==> src/rtl/ioctl_upload_pkg.sv <==
// Shared types and helpers for the ioctl upload (HPS read) return path.
// Latency: n/a (types and a pure combinational helper only).
// Backpressure: n/a.
//
// Contents:
//   upl_state_t  - reader FSM state encoding
//   FILL_DEFAULT - byte returned for addresses past the image end
//   in_range()   - byte-address vs. image-size compare
package ioctl_upload_pkg;

  typedef enum logic [1:0] {
    IDLE     = 2'd0,
    FETCH0   = 2'd1,
    CAP0     = 2'd2,
    CAP_LAST = 2'd3
  } upl_state_t;

  localparam logic [7:0] FILL_DEFAULT = 8'hFF;

  // Callers widen both operands to 32 bits, so an address that carried out of
  // the dpram address width compares as out of range instead of wrapping.
  function automatic logic in_range(input logic [31:0] i_addr, input logic [31:0] i_size);
    return (i_addr < i_size);
  endfunction

endpackage

==> src/rtl/ioctl_upload_reader.sv <==
// Serves HPS ioctl upload reads from an 8-bit dpram, packing 1 or 2 bytes little-endian onto ioctl_din.
// Latency: ioctl_wait is high for 4 cycles (DW=16) or 3 cycles (DW=8), counting the strobe cycle.
// Backpressure: ioctl_wait stalls hps_io; a strobe while busy is dropped, and losing ioctl_upload aborts.
//
// Ports:
//   clk_sys, reset         - system clock, synchronous active-high reset
//   ioctl_upload           - level, upload session active
//   ioctl_rd               - one-cycle read strobe
//   ioctl_addr[24:0]       - request byte address (bit0 ignored for DW=16, bits >= AW ignored)
//   ioctl_din[DW-1:0]      - returned data, valid once ioctl_wait drops after a request
//   ioctl_wait             - stall towards hps_io (combinational, high in the strobe cycle)
//   size[AW:0]             - valid image length in bytes
//   mem_addr, mem_rd       - registered dpram address / read enable
//   mem_q[7:0]             - dpram data, one cycle after mem_addr
//   busy                   - FSM not idle
module ioctl_upload_reader
  import ioctl_upload_pkg::*;
#(
  parameter int         AW        = 13,
  parameter int         DW        = 16,
  parameter logic [7:0] FILL_BYTE = FILL_DEFAULT
) (
  input  logic          clk_sys,
  input  logic          reset,
  input  logic          ioctl_upload,
  input  logic          ioctl_rd,
  input  logic [24:0]   ioctl_addr,
  output logic [DW-1:0] ioctl_din,
  output logic          ioctl_wait,
  input  logic [AW:0]   size,
  output logic [AW-1:0] mem_addr,
  output logic          mem_rd,
  input  logic [7:0]    mem_q,
  output logic          busy
);

  upl_state_t    r_state;
  logic [AW-1:0] r_base;
  logic          r_fill0;
  logic          r_fill1;
  logic [DW-1:0] r_din;
  logic [AW-1:0] r_mem_addr;
  logic          r_mem_rd;

  logic [AW-1:0] w_base;
  logic [AW:0]   w_base_p1;
  logic          w_base_ok;
  logic          w_p1_ok;
  logic          w_last_fill;
  logic          w_start;
  logic          w_addr_unused;

  // For 16-bit transfers a request always covers an aligned byte pair.
  assign w_base    = {ioctl_addr[AW-1:1], (DW == 16) ? 1'b0 : ioctl_addr[0]};
  // One extra bit so base+1 overflowing the address space reads as out of range.
  assign w_base_p1 = {1'b0, r_base} + {{AW{1'b0}}, 1'b1};
  assign w_base_ok = in_range(32'(w_base), 32'(size));
  assign w_p1_ok   = in_range(32'(w_base_p1), 32'(size));

  // The last captured byte belongs to the second fetch only in 16-bit mode.
  assign w_last_fill = (DW == 16) ? r_fill1 : r_fill0;

  assign w_start       = ioctl_rd & ioctl_upload & (r_state == IDLE);
  assign w_addr_unused = ^ioctl_addr[24:AW];

  assign busy       = (r_state != IDLE);
  assign ioctl_wait = busy | w_start;
  assign ioctl_din  = r_din;
  assign mem_addr   = r_mem_addr;
  assign mem_rd     = r_mem_rd;

  always_ff @(posedge clk_sys) begin
    if (reset) begin
      r_state    <= IDLE;
      r_base     <= '0;
      r_fill0    <= 1'b0;
      r_fill1    <= 1'b0;
      r_din      <= '0;
      r_mem_addr <= '0;
      r_mem_rd   <= 1'b0;
    end else if ((r_state != IDLE) && !ioctl_upload) begin
      // Session dropped mid-request: abandon it, leave the last data on ioctl_din.
      r_state  <= IDLE;
      r_mem_rd <= 1'b0;
    end else begin
      case (r_state)
        IDLE: begin
          if (w_start) begin
            r_base     <= w_base;
            r_mem_addr <= w_base;
            r_mem_rd   <= w_base_ok;
            r_fill0    <= ~w_base_ok;
            r_state    <= FETCH0;
          end
        end

        FETCH0: begin
          if (DW == 16) begin
            r_mem_addr <= w_base_p1[AW-1:0];
            r_mem_rd   <= w_p1_ok;
            r_fill1    <= ~w_p1_ok;
            r_state    <= CAP0;
          end else begin
            r_state <= CAP_LAST;
          end
        end

        CAP0: begin
          r_din[7:0] <= r_fill0 ? FILL_BYTE : mem_q;
          r_mem_rd   <= 1'b0;
          r_state    <= CAP_LAST;
        end

        CAP_LAST: begin
          // Top byte for DW=16, the only byte for DW=8.
          r_din[DW-1:DW-8] <= w_last_fill ? FILL_BYTE : mem_q;
          r_mem_rd         <= 1'b0;
          r_state          <= IDLE;
        end

        default: begin
          r_state  <= IDLE;
          r_mem_rd <= 1'b0;
        end
      endcase
    end
  end

endmodule

==> config.mk <==
export PLATFORM = sky130hd
export DESIGN_NAME = ioctl_upload_reader
export DESIGN_NICKNAME = d
export VERILOG_FILES = /design/src/rtl/ioctl_upload_pkg.sv /design/src/rtl/ioctl_upload_reader.sv
export SDC_FILE = /design/constraint.sdc
export NUM_CORES = 1
export LEC_CHECK = 0
export CORE_AREA = 2 2 77 79
export DETAILED_ROUTE_END_ITERATION = 10
export DIE_AREA = 0 0 79 81
export PLACE_DENSITY = 0.79
export SYNTH_ARGS = -nofsm -noshare
export SYNTH_HDL_FRONTEND = slang
export SYNTH_SLANG_ARGS = --single-unit
==> constraint.sdc <==
create_clock -name clk_sys -period 2 [get_ports clk_sys]
set_input_delay 0.2 -clock clk_sys [delete_from_list [all_inputs] [get_ports clk_sys]]
set_output_delay 0.2 -clock clk_sys [all_outputs]
set_load 0.02 [all_outputs]
* Yosys cells after proc, flatten, opt, wreduce, memory -nomap -nowiden
Index checks and enable logic that the tools add are counted.
** Storage, ports and cells
- ROM bits :: 0
- Input bits :: 51
- Register bits :: 46
- Output and inout bits :: 32
- Memory bits (writable) :: 0
- Memories :: 0
- Bits in latches :: 0
- Logic and storage cells :: 41
** Cells by class
- Eq/ne operators :: 4
- Muxes and demuxes :: 8
- $mul :: 0
- Divide/modulo/power cells :: 0
- Shifts and indexed selects :: 0
- Bitwise gates (word level) :: 6
- $add $sub $neg :: 1
- Magnitude comparators :: 2
- Reduce and logical (&&, ||, !) cells :: 12
** Operator list (number)
- $pmux 13 s2 :: 1
- $mux 8 :: 2
- $add 13x1->14 const B :: 1
- $lt 13x14->1 :: 1
- $lt 14x14->1 :: 1
- $mux 13 :: 1
- $pmux 2 s4 :: 1
- $reduce_and 2->1 :: 3
- $reduce_and 3->1 :: 2
- $eq 2x2->1 const B :: 2
- $reduce_bool 2->1 :: 2
- $reduce_or 2->1 :: 2
- $not 1->1 :: 3
- $pmux 1 s3 :: 1
- $and 1x1->1 :: 2
- $eq 2x1->1 const B :: 1
- $logic_not 2->1 :: 1
- $mux 2 :: 1
- $ne 2x2->1 const B :: 1
- $logic_and 1x1->1 :: 1
- $logic_not 1->1 :: 1
- $mux 1 :: 1
- $or 1x1->1 :: 1

* Logic depth before layout (Yosys ltp)
Gate-level depths: netlist (run 1).
- Depth after elaboration :: 4
- Gate-level depth with buffers :: 9
- Depth with buffers taken out :: 7

* Worst setup path before layout (run 1)
No wires, ideal clock.
- Path type :: register -> register
- Start point :: register r_state[0]
- End point :: register r_mem_rd (netlist: mem_rd)
- Data required time :: 1942 ps
- Arrival :: 1519 ps
- Buffers on the path :: 1
- Path slack :: 423 ps
- Stages on the path, launching flop included :: 9
- Cells stage by stage :: dfxtp_1 -> inv_1 -> ha_1 -> buf_6 -> inv_2 -> o21ai_0 -> a2111oi_0 -> and3_1 -> a211o_1
** On the way
- Cells in the longest elaborated chain, start to end :: 3
- Elaborated cells on any way between the ends :: 11
- Those cells by class :: eq/ne (4); mux (1); bitwise (1); reduce/logical (5)
** Ends and longest elaborated chain
- start: declaration :: RTL line ioctl_upload_reader.sv:37 : upl_state_t r_state;
- start signal: assignment :: RTL line ioctl_upload_reader.sv:74 : r_state <= IDLE;
- start signal: assignment :: RTL line ioctl_upload_reader.sv:83 : r_state <= IDLE;
- start signal: assignment :: RTL line ioctl_upload_reader.sv:93 : r_state <= FETCH0;
- $reduce_bool 2->1
- via busy :: RTL line ioctl_upload_reader.sv:34 : output logic busy
- $logic_and 1x1->1 :: RTL line ioctl_upload_reader.sv:81 : end else if ((r_state != IDLE) && !ioctl_upload) begin
- $reduce_or 2->1 (no line)
- end signal: assignment :: RTL line ioctl_upload_reader.sv:91 : r_mem_rd <= w_base_ok;
- end signal: assignment :: RTL line ioctl_upload_reader.sv:100 : r_mem_rd <= w_p1_ok;
- end: declaration :: RTL line ioctl_upload_reader.sv:43 : logic r_mem_rd;
The timed path passes the listed nets, and every way through them passes these cells.
A chain may end at the register's enable or synchronous reset.

* Final worst setup path (run 1)
- Start point :: register r_state[0]
- End point :: output busy
** On the way
- Cells in the longest elaborated chain, start to end :: 1
** Ends and longest elaborated chain
- $reduce_bool 2->1 :: RTL line ioctl_upload_reader.sv:66 : assign busy = (r_state != IDLE);
- end: declaration :: RTL line ioctl_upload_reader.sv:34
No other way between the ends.

==> results.sh, run 1 <==
export IMPL_power_frac_comb_pct=33.0
export IMPL_cp_slowest_stage_delay_ns=0.61
export IMPL_hold_viol=0
export IMPL_cts_hold_buf=0
export IMPL_critPathArrivalTime_ns=1.67
export IMPL_hold_path_class="flip-flop to flip-flop"
export IMPL_final_common_cell="clkdlybuf4s50_1"
export IMPL_path_delay_family="buffers and inverters"
export IMPL_clkPwrFrac_pct=26.5
export IMPL_syn_mean_instance_area_sq_um=8.45
export IMPL_cts_buffers=5
export IMPL_clockRootBuffer="clkbuf_8"
export IMPL_yosys_area_top_type="dfxtp_1"
export IMPL_rr_worst_depth=8
export IMPL_cp_depth=4
export IMPL_yosysTopAreaCellShare_pct=36.6
export IMPL_internal_power_mw=1.80
export IMPL_dr_first_iter_drc_count=96
export IMPL_finalWirelength_mm=5.74
export IMPL_drive_gt1_share_pct=8.45
export IMPL_syn_cell_area_sq_um=2520
export IMPL_vias_per_cell=4.97
export IMPL_yosysWarnings=0
export IMPL_die_h_um=81
export IMPL_fin_setup_tns_ns=0
export IMPL_start_util_pct=44.4
export IMPL_fin_hold_ws_ns=0.475
export IMPL_n_antenna_cell=0
export IMPL_clk_pin_slew_ns=0.09
export IMPL_antenna_found_initial=0
export IMPL_cts_sinks=46
export IMPL_final_util_pct=59.8
export IMPL_power_density_nw_per_um2=783
export IMPL_max_slew_margin_pct=76.4
export IMPL_coreArea_sq_um=5680
export IMPL_yosys_register_bits=46
export IMPL_synth_cell_type_count=33
export IMPL_final_area_sq_um=3390
export IMPL_worstMarginPinSlew_ns=0.354
export IMPL_worstPathRequired_ns=1.80
export IMPL_start_kind="flip-flop"
export IMPL_cts_tree="done"
export IMPL_wl_met2_mm=2.75
export IMPL_crit_fanout=5
export IMPL_grt_pass1_vias=2096
export IMPL_power_share_switching_pct=32.2
export IMPL_syn_nets=376
export IMPL_grt_usage_pct=18.7
export IMPL_hold_depth=2
export IMPL_cap_violations=0
export IMPL_synthCells=298
export IMPL_synth_edf_count=0
export IMPL_place_area_sq_um=3280
export IMPL_grt_pass1_wl_mm=9.58
export IMPL_layout_common_cells="clkdlybuf4s50_1 (68), nor2_1 (49), dfxtp_1 (46), nand2_1 (31)"
export IMPL_crit_type="flip-flop to output port"
export IMPL_setup_viol=0
export IMPL_yosys_top_cells_area="dfxtp_1 (37%), ha_1 (13%), nor2_1 (7.3%)"
export IMPL_fmax_mhz=535
export IMPL_vdd_drop_max_mv=0.432
export IMPL_htreeDepth=2
export IMPL_clk_path_buf_depth=2
export IMPL_synth_seq_area_share_pct=36.6
export IMPL_switching_power_mw=0.855
export IMPL_finClkSkew_ns=0.00574
export IMPL_gp_congestion=0.877
export IMPL_vias=2197
export IMPL_p_leak_nw=1.38
export IMPL_fin_crit_sh_pct=93.4
export IMPL_endpoint_kind="output port"
export IMPL_synthArstFlopShare_pct=0
export IMPL_synth_flop_cell="dfxtp_1"
export IMPL_drc=0
export IMPL_cts_setup_buffers=0
export IMPL_path_cells="inv_1 > ha_1 > inv_2 > clkdlybuf4s50_1"
export IMPL_rsz0062_at_grt="no"
export IMPL_wl_met1_mm=2.72
export IMPL_area_delta_synth_final_pct=34.7
export IMPL_grt_max_degree=28
export IMPL_dp_hpwl_mm=4.50
export IMPL_routedWlPerCell_um=13.0
export IMPL_portBuffers=69
export IMPL_finalMaxSlewViolations=0
export IMPL_gr_total_overflow=0
export IMPL_cp_slowest_cell="clkdlybuf4s50_1"
export IMPL_status="finished, final reports clean"
export IMPL_clk_latency_ns=0.30
export IMPL_top_layer_used="met4"
export IMPL_first_pass_iters=4
export IMPL_sequentialPowerShare_pct=40.5
export IMPL_die_area_sq_um=6400
export IMPL_antenna_left=0
export IMPL_min_period_ns=1.87
export IMPL_cp_num_buf_inv=3
export IMPL_row_count=28
export IMPL_nFillCells=518
export IMPL_die_w_um=79
export IMPL_wl_met3_um=196
export IMPL_io_pins=83
export IMPL_fin_nets=444
==> cells in the mapped netlist (all sizes together), types with 3 or more instances <==
| cell type | instances |
|---|---|
| nor2 | 50 |
| dfxtp | 46 |
| nand2 | 31 |
| a211oi | 28 |
| a21oi | 27 |
| ha | 27 |
| inv | 20 |
| buf | 15 |
| mux2i | 13 |
| clkbuf | 5 |
| nand3 | 5 |
| o21ai | 4 |
| and3 | 3 |
| nand2b | 3 |
| nor2b | 3 |
| nor3 | 3 |
==> layout make-up <==
| cell class | instances | area [sq um] | share of cell area, % |
|---|---|---|---|
| multi-input combinational | 212 | 1400 | 41.2 |
| inverter | 20 | 75.1 | 2.21 |
| tap | 75 | 93.8 | 2.77 |
| timing repair buffer | 81 | 792 | 23.3 |
| sequential | 46 | 921 | 27.1 |
| clock inverter | 3 | 43.8 | 1.29 |
| clock buffer | 5 | 68.8 | 2.03 |
==> per-stage QoR <==
step	power [mW]	cells	worst slack [ns]
after CTS	2.67	442	0.116
final	2.66	442	0.132
after global placement	1.96	434	0.00708
after detailed placement	1.98	434	-0.0401
after floorplan	1.64	298	0.423
after global routing	2.80	442	0.0361
==> logic make-up (layout without fill, tap and decap cells) <==
group / after synthesis / count (layout) / synth area share [%]
compound gates: 70 / 70 / 19.6
fa+ha+maj: 27 / 27 / 13.4
mux: 13 / 13 / 5.17
flops: 46 / 46 / 36.6
buf+inv: 40 / 109 / 8.00
simple gates: 102 / 102 / 17.2
==> state kept, by name, indices dropped and copies added (netlist names) <==
signal	count
ioctl_din	16
mem_addr	13
mem_rd	1
r_base	12
r_fill0	1
r_fill1	1
r_state	2
==> layer usage <==
metal	GRT usage [%]	vias up
li1	-	1164
met1	24.8	980
met2	31.6	46
met3	2.44	7
met4	6.03	0
met5	0	-
==> path summary, 6_finish.rpt <==
kind                                endpoint  slack, ns  startpoint
worst max-delay path                    busy       0.13  r_state[0]
worst max register to register  mem_addr[10]       0.36  r_state[0]
worst min-delay path               r_base[1]       0.48   r_base[1]
worst min register to register     r_base[1]       0.48   r_base[1]
==> tightest hold or removal path, cell delays in order (launching register included) <==
cell	delay (ns)
dfxtp_1	0.33
nand2_1	0.05
a21oi_1	0.05
==> timing repair <==
action / 4_1_cts / 5_1_grt
endpoints found under the setup margin: 1 / 0
hold endpoints to repair: 0 / 0
resized for setup: 1 / 0
==> power by group through the flow <==
stage                     sequential (mW)  clock (mW)  combinational, mW
after floorplan                      1.14           0              0.493
after global placement               1.09           0              0.865
after detailed placement             1.10           0              0.881
after CTS                            1.08       0.713              0.884
after global routing                 1.09       0.749              0.965
final                                1.07       0.704              0.878
Note: power is estimated with default switching activity, not from simulation.
==> run 2, diff against run 1 <==
--- a/config.mk
+++ b/config.mk
@@ -9,6 +9,7 @@
 export DETAILED_ROUTE_END_ITERATION = 10
 export DIE_AREA = 0 0 79 81
 export PLACE_DENSITY = 0.79
+export SETUP_SLACK_MARGIN = 0.5
 export SYNTH_ARGS = -nofsm -noshare
 export SYNTH_HDL_FRONTEND = slang
 export SYNTH_SLANG_ARGS = --single-unit
==> run 2 against run 1 <==
Net effect:
- final cell count rose by 3.2%
- clock-buffer cell count stayed put
- die area did not move
- global-route usage rose by 3.5 points
- via count rose by 14%
- critical path type is now input port to flip-flop
- sequential share of layout area shrank 3.7 points
- clock power is 13% lower
- flip-flop and latch count is the same
- critical path depth increased by 4
- combinational power rose by 37%
==> results.sh, run 2 (same netlist as run 1, synthesis figures left out) <==
export IMPL_row_count=28
export IMPL_grt_pass1_wl_mm=11.2
export IMPL_htreeDepth=2
export IMPL_r2r_slack_ns=0.40
export IMPL_drive_gt1_share_pct=32.0
export IMPL_clockRootBuffer="clkbuf_8"
export IMPL_die_h_um=81
export IMPL_layout_common_cells="clkdlybuf4s50_1 (44), nor2_1 (43), dfxtp_1 (40), nand2_1 (30), a211oi_2 (24)"
export IMPL_start_util_pct=44.4
export IMPL_switching_power_mw=1.05
export IMPL_drc=0
export IMPL_fin_crit_sh_pct=81.3
export IMPL_worstMarginPinSlew_ns=0.381
export IMPL_dr_first_iter_drc_count=121
export IMPL_hold_path_class="input port to flip-flop"
export IMPL_dp_hpwl_mm=4.53
export IMPL_fin_nets=458
export IMPL_hold_viol=0
export IMPL_vias=2506
export IMPL_internal_power_mw=1.85
export IMPL_min_period_ns=1.63
export IMPL_power_frac_comb_pct=41.3
export IMPL_routedWlPerCell_um=17.0
export IMPL_antenna_left=0
export IMPL_worstPathRequired_ns=2.20
export IMPL_cts_sinks=46
export IMPL_endpoint_kind="flip-flop"
export IMPL_cap_violations=0
export IMPL_n_antenna_cell=0
export IMPL_clk_path_buf_depth=2
export IMPL_io_pins=83
export IMPL_p_leak_nw=1.64
export IMPL_final_common_cell="clkdlybuf4s50_1"
export IMPL_gp_congestion=0.866
export IMPL_vias_per_cell=5.50
export IMPL_grt_usage_pct=22.2
export IMPL_total_power_mw=2.90
export IMPL_crit_fanout=2
export IMPL_finalMaxSlewViolations=0
export IMPL_area_delta_synth_final_pct=57.6
export IMPL_pre_cts_slack_ns=-0.0334
export IMPL_finClkSkew_ns=0.00649
export IMPL_rsz0062_at_grt="yes"
export IMPL_portBuffers=69
export IMPL_clkPwrFrac_pct=21.1
export IMPL_fmax_mhz=615
export IMPL_grt_pass1_vias=2391
export IMPL_final_util_pct=69.9
export IMPL_start_kind="input port"
export IMPL_first_pass_iters=4
export IMPL_cts_hold_buf=0
export IMPL_die_area_sq_um=6400
export IMPL_cts_tree="done"
export IMPL_coreArea_sq_um=5680
export IMPL_cts_buffers=5
export IMPL_status="finished, final reports clean"
export IMPL_power_share_switching_pct=36.2
export IMPL_gr_total_overflow=0
export IMPL_setup_viol=0
export IMPL_grt_max_degree=26
export IMPL_power_density_nw_per_um2=730
export IMPL_sequentialPowerShare_pct=37.6
export IMPL_largest_reg_flops=16
export IMPL_crit_type="input port to flip-flop"
export IMPL_finalWirelength_mm=7.76
export IMPL_vdd_drop_max_mv=0.418
export IMPL_max_slew_margin_pct=74.6
export IMPL_clk_latency_ns=0.31
export IMPL_antenna_found_initial=0
export IMPL_clk_pin_slew_ns=0.10
export IMPL_critPathArrivalTime_ns=1.83
export IMPL_fin_ws_ns=0.374
export IMPL_die_w_um=79
-- run 2: cell types whose count changed in the layout (fill, tap and decap cells not counted), sizes merged --
cell           change
buf               +15
bufinv             -1
clkdlybuf4s15      +1
clkdlybuf4s50     -24
clkinvlp           +1
dlygate4sd2       +10
dlymetal6s2s      +12
-- run 2: path summary, 6_finish.rpt --
check	end	cells past startpoint	startpoint
worst max register to register	mem_rd	6	r_base[4]
worst max-delay path	mem_rd	8	size[3]
worst min-delay path	r_base[11]	3	ioctl_addr[11]
worst min register to register	r_base[2]	2	r_base[2]
-- run 2: repair_timing --
item                       4_1_cts  5_1_grt
cloned                           2        2
gates resized for setup         67       60
hold endpoints to repair         0        0
buffers inserted                10        0
pin swaps                       16       17
setup endpoints to repair       43       41
-- run 2: power by group through the flow --
stage	combinational [mW]	sequential (mW)	clock (mW)
detailed placement	0.890	1.10	0
CTS	1.09	1.08	0.618
global placement	0.870	1.10	0
global route	1.28	1.10	0.659
finish	1.20	1.09	0.611
floorplan	0.505	1.15	0
-- run 2: area by class of cell --
type	instances	area, sq um
clock inverter	3	25.0
multi-input combinational	212	1780
tap	75	93.8
fill	405	1710
timing repair buffer	95	981
sequential	46	931
clock buffer	5	68.8
inverter	20	82.6
-- run 2: worst max-delay path: stages --
cell             delay [ns]
clkdlybuf4s50_1        0.47
inv_2                  0.06
ha_4                   0.26
nand3_1                0.11
a21boi_2               0.20
o31ai_2                0.10
and3_1                 0.16
a211o_1                0.27
-- run 2: stage by stage --
step | instance area, sq um | hold WS (ns) | instances | TNS, ns
final | 3970 | 0.192 | 456 | 0
after global placement | 3290 | 0.460 | 434 | 0
after floorplan | 2530 | 0.336 | 298 | 0
after detailed placement | 3290 | 0.471 | 434 | -0.0334
after CTS | 3730 | 0.344 | 454 | 0
after global routing | 3970 | 0.200 | 456 | 0
-- run 2: metal layers --
metal | up-vias | GRT usage, % | part of all wire [%]
li1 | 1188 | - | -
met1 | 1199 | 27.1 | 41
met2 | 96 | 39.6 | 50
met3 | 23 | 3.44 | 5.6
met4 | 0 | 7.93 | 2.9
met5 | - | 0 | 0
==> run 3, diff against run 2 <==
--- a/config.mk
+++ b/config.mk
@@ -5,10 +5,10 @@
 export SDC_FILE = /design/constraint.sdc
 export NUM_CORES = 1
 export LEC_CHECK = 0
-export CORE_AREA = 2 2 77 79
+export CORE_AREA = 2 2 81 83
 export DETAILED_ROUTE_END_ITERATION = 10
-export DIE_AREA = 0 0 79 81
-export PLACE_DENSITY = 0.79
+export DIE_AREA = 0 0 83 85
+export PLACE_DENSITY = 0.75
 export SETUP_SLACK_MARGIN = 0.5
 export SYNTH_ARGS = -nofsm -noshare
 export SYNTH_HDL_FRONTEND = slang
==> constraint.sdc (replaced) <==
create_clock -name clk_sys -period 1.45 [get_ports clk_sys]
set_input_delay 0.145 -clock clk_sys [delete_from_list [all_inputs] [get_ports clk_sys]]
set_output_delay 0.145 -clock clk_sys [all_outputs]
set_load 0.02 [all_outputs]
==> run 3 against run 2 <==
Net effect:
- clock power increased by 36%
- core utilization increased by 1.4 points
- register-to-register slack got worse by 0.47 ns
- largest cell class unchanged
- final cell count increased by 7.7%
- worst setup slack got worse by 0.45 ns
- flip-flop and latch count unchanged
- wire length increased by 6.0%
- worst hold slack improved by 0.0059 ns
- combinational power increased by 53%
- the run now ends with negative setup slack left
- cell area increased by 11%
==> results.sh, run 3 (same netlist as run 1, synthesis figures left out) <==
export IMPL_status="finished, violations left"
export IMPL_failed_checks="negative setup slack"
export IMPL_io_pins=83
export IMPL_finalMaxSlewViolations=0
export IMPL_dp_hpwl_mm=4.82
export IMPL_start_util_pct=40.6
export IMPL_die_area_sq_um=7060
export IMPL_die_h_um=85
export IMPL_cts_tree="done"
export IMPL_drive_gt1_share_pct=61.6
export IMPL_hold_path_class="input port to flip-flop"
export IMPL_gr_total_overflow=0
export IMPL_layout_common_cells="buf_4 (69), dfxtp_2 (35), a211oi_2 (27), nor2_1 (24), clkdlybuf4s50_1 (23)"
export IMPL_routedWlPerCell_um=16.8
export IMPL_gp_congestion=0.839
export IMPL_power_density_nw_per_um2=949
export IMPL_clk_pin_slew_ns=0.09
export IMPL_cts_sinks=46
export IMPL_fin_cells=491
export IMPL_pre_cts_slack_ns=-0.414
export IMPL_worstMarginPinSlew_ns=0.361
export IMPL_clk_path_buf_depth=2
export IMPL_antenna_found_initial=0
export IMPL_cap_violations=0
export IMPL_n_antenna_cell=0
export IMPL_path_cells="clkdlybuf4s50_1 > inv_1 > ha_1 > nand2_2 > o21a_1 > o221ai_2 > a21oi_2 > a211o_1"
export IMPL_antenna_left=0
export IMPL_final_common_cell="buf_4"
export IMPL_start_kind="input port"
export IMPL_final_util_pct=71.2
export IMPL_grt_usage_pct=19.8
export IMPL_total_power_mw=4.19
export IMPL_fin_crit_sh_pct=105
export IMPL_crit_type="input port to flip-flop"
export IMPL_nFillCells=442
export IMPL_critPathArrivalTime_ns=1.72
export IMPL_cts_buffers=5
export IMPL_setup_viol=13
export IMPL_endpoint_kind="flip-flop"
export IMPL_cp_slowest_stage_delay_ns=0.46
export IMPL_vias=2611
export IMPL_hold_viol=0
export IMPL_first_pass_iters=4
export IMPL_row_count=29
export IMPL_hold_depth=3
export IMPL_rr_worst_depth=6
export IMPL_grt_pass1_vias=2462
export IMPL_die_w_um=83
export IMPL_portBuffers=69
export IMPL_fmax_mhz=656
export IMPL_finalWirelength_mm=8.23
export IMPL_min_period_ns=1.52
export IMPL_grt_pass1_wl_mm=11.5
export IMPL_dr_first_iter_drc_count=112
export IMPL_cts_hold_buf=0
export IMPL_area_delta_synth_final_pct=75.6
export IMPL_dpl_cell_count=463
export IMPL_clockRootBuffer="clkbuf_8"
export IMPL_coreArea_sq_um=6200
export IMPL_htreeDepth=2
export IMPL_largest_reg_flops=16
export IMPL_fin_ws_ns=-0.0743
export IMPL_vdd_drop_max_mv=0.514
export IMPL_crit_fanout=2
export IMPL_vias_per_cell=5.32
export IMPL_p_leak_nw=1.88
export IMPL_clk_latency_ns=0.30
export IMPL_max_slew_margin_pct=75.9
export IMPL_fin_nets=491
export IMPL_grt_max_degree=23
export IMPL_cp_slowest_cell="clkdlybuf4s50_1"
export IMPL_worstPathRequired_ns=1.65
export IMPL_drc=0
export IMPL_finClkSkew_ns=0.00692
export IMPL_rsz0062_at_grt="yes"
==> run 3: path summary, 6_finish.rpt <==
| path | start | end | slack (ns) |
|---|---|---|---|
| setup / recovery | size[8] | mem_rd | -0.07 |
| hold / removal | ioctl_addr[2] | r_base[2] | 0.20 |
| setup reg to reg | r_base[11] | mem_rd | -0.07 |
| hold reg to reg | r_base[7] | r_base[7] | 0.50 |
==> run 3: stage by stage <==
stage               hold slack [ns]  setup TNS (ns)  cell area (sq um)
floorplan                     0.273               0               2640
global placement              0.464           -2.79               3620
detailed placement            0.471           -3.63               3620
CTS                           0.201          -0.144               3890
global route                  0.201           -1.64               4420
finish                        0.197          -0.436               4420
==> run 3: what timing repair did <==
| action | CTS | global route |
|---|---|---|
| pin swaps | 12 | 35 |
| cloned | 3 | 1 |
| setup buffers | 4 | 12 |
| setup endpoints to repair | 78 | 72 |
| resized for setup | 224 | 125 |
| endpoints found under the hold margin | 0 | 0 |
==> run 3: critical path, delay by kind of cell <==
family / cells / cell delay (ns)
AOI/OAI and AO/OA: 4 / 0.68
adders and majority gates: 1 / 0.29
buffers and inverters: 2 / 0.52
and+or+nand+nor: 1 / 0.08
==> run 3: area by class of cell <==
cell class	count	area, sq um	share of cell area [%]
multi-input combinational	212	2010	45.5
timing repair buffer	128	1180	26.6
sequential	46	965	21.8
tap	77	96.3	2.18
clock buffer	7	86.3	1.95
inverter	20	82.6	1.87
clock inverter	1	5.00	0.113
==> run 3: power by group <==
| part | switching [mW] | internal (mW) |
|---|---|---|
| Clock | 0.444 | 0.386 |
| Sequential | 0.117 | 1.41 |
| Combinational | 0.927 | 0.912 |
| Total | 1.49 | 2.71 |
==> run 3: routing by layer <==
metal	vias up	GRT usage, %	part of all wire (%)	wire length [um]
met5	-	0	0	0
met2	80	35.0	53	4350
li1	1265	-	-	-
met1	1248	24.8	40	3330
met3	18	2.63	3.9	325
met4	0	7.15	2.8	230
